<file path="config.mk">
export PLATFORM = sky130hd
export DESIGN_NAME = demux_1x8_rr_sched
export DESIGN_NICKNAME = d
export VERILOG_FILES = /design/src/rtl/demux_1x8_rr_sched.sv
export SDC_FILE = /design/constraint.sdc
export NUM_CORES = 1
export LEC_CHECK = 0
export BUFFER_PORTS_ARGS = -buffer_cell sky130_fd_sc_hd__buf_4
export CORE_UTILIZATION = 54
export DETAILED_ROUTE_END_ITERATION = 8
export GPL_TIMING_DRIVEN = 1
export PLACE_DENSITY = 0.89
export SETUP_SLACK_MARGIN = 0.4
export SLEW_MARGIN = 15
export SYNTH_ARGS = -nofsm -noshare
export SYNTH_HDL_FRONTEND = slang
export SYNTH_SLANG_ARGS = --single-unit
export TNS_END_PERCENT = 30
</file>
<file path="constraint.sdc">
create_clock -name clk -period 4.9 [get_ports clk]
set_input_delay 0.98 -clock clk [delete_from_list [all_inputs] [get_ports clk]]
set_output_delay 0.98 -clock clk [all_outputs]
set_load 0.005 [all_outputs]
</file>
<file path="src/rtl/demux_1x8_rr_sched.sv">
// Round-robin dispatcher in front of the demux_1x8 datapath: one-entry holding buffer,
// steered to the next enabled/ready channel. Optional stall-skip: define DMUX_RR_SKIP_EN.

module demux_1x8 (
   input  logic       i,
   input  logic [2:0] s,
   output logic [7:0] o
);
   always_comb begin
      o    = '0;
      o[s] = i;
   end
endmodule

module demux_1x8_rr_sched #(
   parameter int DW = 8,
   parameter int CW = 16
`ifdef DMUX_RR_SKIP_EN
   ,
   parameter int TMO = 4
`endif
) (
   input  logic          clk,
   input  logic          rst_n,
   input  logic          in_valid,
   input  logic [DW-1:0] in_data,
   output logic          in_ready,
   input  logic [7:0]    ch_en,
   input  logic [7:0]    out_ready,
   output logic [7:0]    out_valid,
   output logic [DW-1:0] out_data,
   output logic [2:0]    sel,
   output logic          busy,
   output logic [CW-1:0] xfer_cnt
`ifdef DMUX_RR_SKIP_EN
   ,
   output logic [CW-1:0] skip_cnt
`endif
);

   typedef enum logic {EMPTY, FULL} state_t;

   state_t        state_q, state_d;
   logic [2:0]    sel_q, sel_d, ptr_q, ptr_d;
   logic [DW-1:0] data_q, data_d;
   logic [CW-1:0] cnt_q, cnt_d;

   logic       hold_valid, any_en, fire, cap;
   logic [2:0] scan_base, pick;

   // First enabled channel scanning circularly from base; returns base if none.
   function automatic logic [2:0] rr_pick(input logic [7:0] en, input logic [2:0] base);
      logic [2:0] r, idx;
      r = base;
      for (int k = 7; k >= 0; k--) begin
         idx = base + 3'(k);
         if (en[idx]) r = idx;
      end
      return r;
   endfunction

   assign hold_valid = (state_q == FULL);
   assign any_en     = |ch_en;
   assign fire       = hold_valid & out_ready[sel_q] & ch_en[sel_q];
   assign in_ready   = rst_n & any_en & (~hold_valid | fire);
   assign cap        = in_valid & in_ready;
   // On a same-cycle fire the pointer has effectively moved past sel already.
   assign scan_base  = fire ? sel_q + 3'd1 : ptr_q;
   assign pick       = rr_pick(ch_en, scan_base);

   demux_1x8 u_demux (
      .i (hold_valid),
      .s (sel_q),
      .o (out_valid)
   );

   assign out_data = data_q;
   assign sel      = sel_q;
   assign busy     = hold_valid;
   assign xfer_cnt = cnt_q;

`ifdef DMUX_RR_SKIP_EN
   localparam int WW = (TMO < 2) ? 1 : $clog2(TMO);

   logic [WW-1:0] wait_q, wait_d;
   logic [CW-1:0] skip_q, skip_d;
   logic [2:0]    nxt;
   logic          alt, timeout;

   assign nxt     = rr_pick(ch_en, sel_q + 3'd1);
   assign alt     = ch_en[nxt] & (nxt != sel_q);
   assign timeout = hold_valid & ~fire & (wait_q == WW'(TMO - 1)) & alt;
   assign skip_cnt = skip_q;
`endif

   always_comb begin
      state_d = state_q;
      sel_d   = sel_q;
      ptr_d   = ptr_q;
      data_d  = data_q;
      cnt_d   = cnt_q;
`ifdef DMUX_RR_SKIP_EN
      skip_d  = skip_q;
      wait_d  = wait_q;
      if (hold_valid && !fire && wait_q != WW'(TMO - 1)) wait_d = wait_q + 1'b1;
`endif
      if (fire) begin
         cnt_d = cnt_q + 1'b1;
         ptr_d = sel_q + 3'd1;
      end
      if (cap) begin
         state_d = FULL;
         data_d  = in_data;
         sel_d   = pick;
`ifdef DMUX_RR_SKIP_EN
         wait_d  = '0;
`endif
      end else if (fire) begin
         state_d = EMPTY;
      end else if (hold_valid && !ch_en[sel_q] && any_en) begin
         sel_d = pick;
`ifdef DMUX_RR_SKIP_EN
         wait_d = '0;
      end else if (timeout) begin
         sel_d  = nxt;
         skip_d = skip_q + 1'b1;
         wait_d = '0;
`endif
      end
   end

   always_ff @(posedge clk or negedge rst_n) begin
      if (!rst_n) begin
         state_q <= EMPTY;
         sel_q   <= '0;
         ptr_q   <= '0;
         data_q  <= '0;
         cnt_q   <= '0;
`ifdef DMUX_RR_SKIP_EN
         wait_q  <= '0;
         skip_q  <= '0;
`endif
      end else begin
         state_q <= state_d;
         sel_q   <= sel_d;
         ptr_q   <= ptr_d;
         data_q  <= data_d;
         cnt_q   <= cnt_d;
`ifdef DMUX_RR_SKIP_EN
         wait_q  <= wait_d;
         skip_q  <= skip_d;
`endif
      end
   end

endmodule

</file>
==> results.md <==
Power and ir drop:
- The worst-case IR drop observed on VDD is 0.0005965 V.
- The share of total power dissipated in the clock network is 0.096.
- The leakage power is 1.434 nW.
- Summed over all nets, the switching power comes to 1.340 mW.
- The total chip power is 2.705 mW.
- The share of power burned in registers is 0.170.
- Power spread over the standard cell area amounts to 859.3 mW/mm^2.
- Of the total power, combinational logic draws 0.734.
- The switching share of power is 0.4952.
- Internal power comes to 1.366 mW.

Setup path:
- In this run the worst path has a maximum fanout of 18.
- The critical path capture point type is a flip-flop.
- The required time at the endpoint of the critical path is 5070 ps.
- For this run, the slowest stage of the critical path takes 450 ps.
- The category of the worst setup path launch point is an input port.
- Walking the worst path, the cells encountered are buf_4, mux4_2, nand2b_1, nand4_4, or3_1, and2_4, inv_6, ha_1, xnor2_2, mux4_2, o211ai_2, a211oi_1, or3_1, and3_1.
- Among all stages on the critical path, the largest delay is contributed by mux4_2.
- The data arrival time at the worst-slack endpoint is 4320 ps.
- The gate family responsible for the most delay along the worst path is simple AND/OR/NAND/NOR gates.
- The setup path with the least slack is of type input port to flip-flop.
- The number of buffers and inverters on the critical path is 2.

Floorplanning:
- The die covers 0.005037 mm^2.
- The core area is 0.004474 mm^2.
- For this configuration, the core starts out at a cell density of 0.5741.
- The overall die height is 70.97 um.
- The I/O pin total is 64.
- The horizontal die dimension is 70.97 um.
- The floorplan has 24 rows.

CTS:
- The cell sitting at the root of the clock tree is a clkbuf_8.
- At the later pin of the worst-skew pair, clock insertion delay measures 290 ps.
- After clock tree synthesis, the clock-pin slew on the worst setup and hold paths is 70 ps.
- The clock passes through at most 2 buffers.
- The TritonCTS clock tree is yes.
- After clock tree synthesis, the flow added hold-fix buffers numbering 0.
- The number of gates resized after cts is 0.
- The clock tree synthesis step divided the H-tree into 2 levels.
- The number of sinks handled by clock tree synthesis is 31.
- In this run, CTS created clock tree buffers numbering 5.
- The buffer count from post-CTS setup fixing is 0.

Timing:
- Static timing analysis puts the maximum clock frequency at 0.2409 GHz.
- The final-report setup violation count is 0.
- The number of pins with negative max-slew slack in the final report is 0.
- Setup repair after global routing left no endpoint under its margin.
- The slew of the pin with the lowest slew margin is 585.1 ps.
- The clock tree skew after final layout is 8.257 ps.
- In the post-route analysis, the smallest setup slack over all paths is 748.4 ps.
- The worst slew margin relative to its limit is 0.6087.
- Adding up every negative setup slack in the final design gives 0 ps.
- The minimum period implied by the final worst setup slack is 4152 ps.
- In the finished design, the share of the clock period the worst path needs comes to 0.8473.
- The number of hold violations in the final report is 0.

Synth:
- Each instance of the synthesized netlist takes up on average 9.174 um^2.
- The largest area contributor in the synthesized netlist is dfrtp_1.
- For this run, the leading register cell type out of synthesis is dfrtp_1.
- Yosys mapped the design onto 65 distinct sky130hd cell types.
- When the netlist entered floorplanning its net count stood at 310.
- In the post-synthesis netlist, the biggest area contributors are dfrtp_1, mux2i_1, nand2_1, mux2_2, xnor2_1.
- The Yosys step of the flow raised 0 warnings.
- For this run, the register share of the synthesized area comes to 0.3020.
- In this run, synthesis produced a sequential element count of 31.
- The area share of the leading cell type in the synthesized netlist is 0.3020.
- In the synthesized netlist, the number of instances is 280.
- The synthesized netlist occupies a cell area of 0.002569 mm^2.
- The fraction of synthesis flops using an asynchronous set or reset pin is 1.000.
- Counting flops with a built-in enable in the synthesized netlist gives 0.

Drt:
- The first routing iteration left 224 violations.
- The total number of vias is 2512.
- The number of nets with antenna violations after detailed routing is 0.
- For this run, design rule violations remaining after detail routing come to 6.
- The average detailed-routed wire length per instance is 17.80 um.
- Wires add up to 6959 um.
- The total iterations of the first detailed-routing run is 8.
- The detail-routed via count per cell is 6.425.

Final layout:
- Of the cells placed in the final design, the portion with a size suffix greater than 1 is 0.3274.
- After filler insertion, the fill cell instance count of the layout stands at 324.
- The fraction of the core area covered by cells at the end of the flow is 0.7036.
- The final net count is 368.
- The number of diodes is 0.
- Compared with the post-synthesis result, the final layout area differs by 22.55%.

Place:
- After legalization and detailed placement, the total HPWL measured 5092 um.
- The total of buffers placed on input and output ports is 63.
- The routability congestion estimate from global placement is 0.9840.
- The placement-stage worst setup slack is 530.2 ps.

Run status:
- The final reports fail on design-rule violations.
- The flow ran to the end, but the final reports show violations.

Global routing:
- The via count of the first global-routing pass is 2348.
- For this run, the total global-route usage over all layers was measured as 0.2884.
- The maximum number of pins on one net before global-route repair is 33.
- The number of antenna violations at the first check in global routing is 0.
- The global route total overflow is 0.
- The wire length of the first global-routing pass is 11410 um.

Min path:
- The worst hold path belongs to the class flip-flop to flip-flop.

Flow run:
- The tool flagged a number of max-cap violations equal to 0.
flip-flops by register name, summed over array words and instances, names as in the netlist:
| signal | count |
|---|---|
| busy | 1 |
| out_data | 8 |
| xfer_cnt | 16 |
| sel | 3 |
| ptr_q | 3 |
final cells by class:
class | instances | area [um^2] | area share
sequential | 31 | 775.7 | 0.2464
timing repair buffer | 64 | 480.5 | 0.1526
inverter | 12 | 50.05 | 0.01590
clock inverter | 2 | 35.03 | 0.01113
clock buffer | 6 | 82.58 | 0.02623
multi-input combinational | 224 | 1659 | 0.5270
tap | 52 | 65.06 | 0.02067
metal layers:
| metal | global-route usage | wire length (um) |
|---|---|---|
| met5 | 0 | 0 |
| met4 | 0.1044 | 136 |
| met3 | 0.06410 | 557 |
| met2 | 0.4690 | 3397 |
| met1 | 0.3797 | 2867 |
placed cells by master, fill, tap and decap left out, types with 2 or more instances in the layout:
master    Yosys  final
mux2i_1      16     16
a211oi_1      4      4
a32oi_1       2      2
o2111a_1      2      2
mux2_2       11     11
dfrtp_1      31     31
buf_4         2     64
nand2b_1      5      5
inv_1         9      9
a31oi_1       2      2
a211o_1       2      2
and3_1        5      5
o22ai_1       6      6
xnor2_1      13     13
or3_1         2      2
clkbuf_8      0      6
a21o_1        2      2
nor4_1        4      4
nor2_1       15     15
nand2_1      38     38
mux4_2        4      4
nand3_1      17     17
a21oi_2       2      2
inv_2         2      2
o21ai_0       8      8
ha_1          3      3
nor3_1        6      6
nand4_1       4      4
o221ai_1      2      2
a31o_2        2      2
nor2b_1       2      2
a22o_1        2      2
nand2_2       2      2
o21ai_1       3      3
a21oi_1       9      9
xor2_1        3      3
Yosys cell counts, drive strengths merged (3+ instances only):
library cell	count
o22ai	6
nand2b	5
nor2	16
mux2i	17
a211oi	4
a21oi	12
and3	5
o221ai	3
clkbuf	4
o21ai	11
xnor2	14
inv	12
nand2	40
dfrtp	31
nand4	5
xor2	3
ha	3
buf	9
nor4	4
mux2	12
mux4	4
nor3	6
nand3	17
through the flow:
stage          hold WS [ps]  area (um^2)  std cells
2_1_floorplan         468.2         2569        280
3_3_place_gp          474.3         3030        383
3_5_place_dp          490.3         3030        383
4_1_cts               499.5         3148        391
5_1_grt               528.2         3148        391
6_report              495.5         3148        391
logic make-up (layout without fill, tap and decap cells):
group           after synthesis  after routing  synth area share
simple gates                106            106            0.2075
compound gates               65             65            0.2061
mux                          33             33            0.1568
flops                        31             31            0.3020
buf+inv                      25             84           0.05212
xor+xnor                     17             17           0.06089
fa+ha+maj                     3              3           0.01461
path summary, 6_finish.rpt:
kind | startpoint | end | slack (ps) | cells after the start
max in group asynchronous | rst_n | out_data[5] | 3990 | 1
max reg2reg | sel[2] | sel[0] | 860 | 12
max | out_ready[7] | sel[0] | 750 | 14
min reg2reg | xfer_cnt[5] | xfer_cnt[5] | 500 | 1
min | xfer_cnt[5] | xfer_cnt[5] | 500 | 1
min in group asynchronous | rst_n | xfer_cnt[10] | 620 | 1
power by group through the flow:
stage                     registers [mW]  logic, mW  clock network (mW)
after floorplan                    0.425       1.55                   0
after global placement             0.455       1.90                   0
after detailed placement           0.462       1.94                   0
after CTS                          0.457       1.95               0.263
after global routing               0.474       2.15               0.275
final                              0.460       1.99               0.260
(Power assumes the default switching activity.)
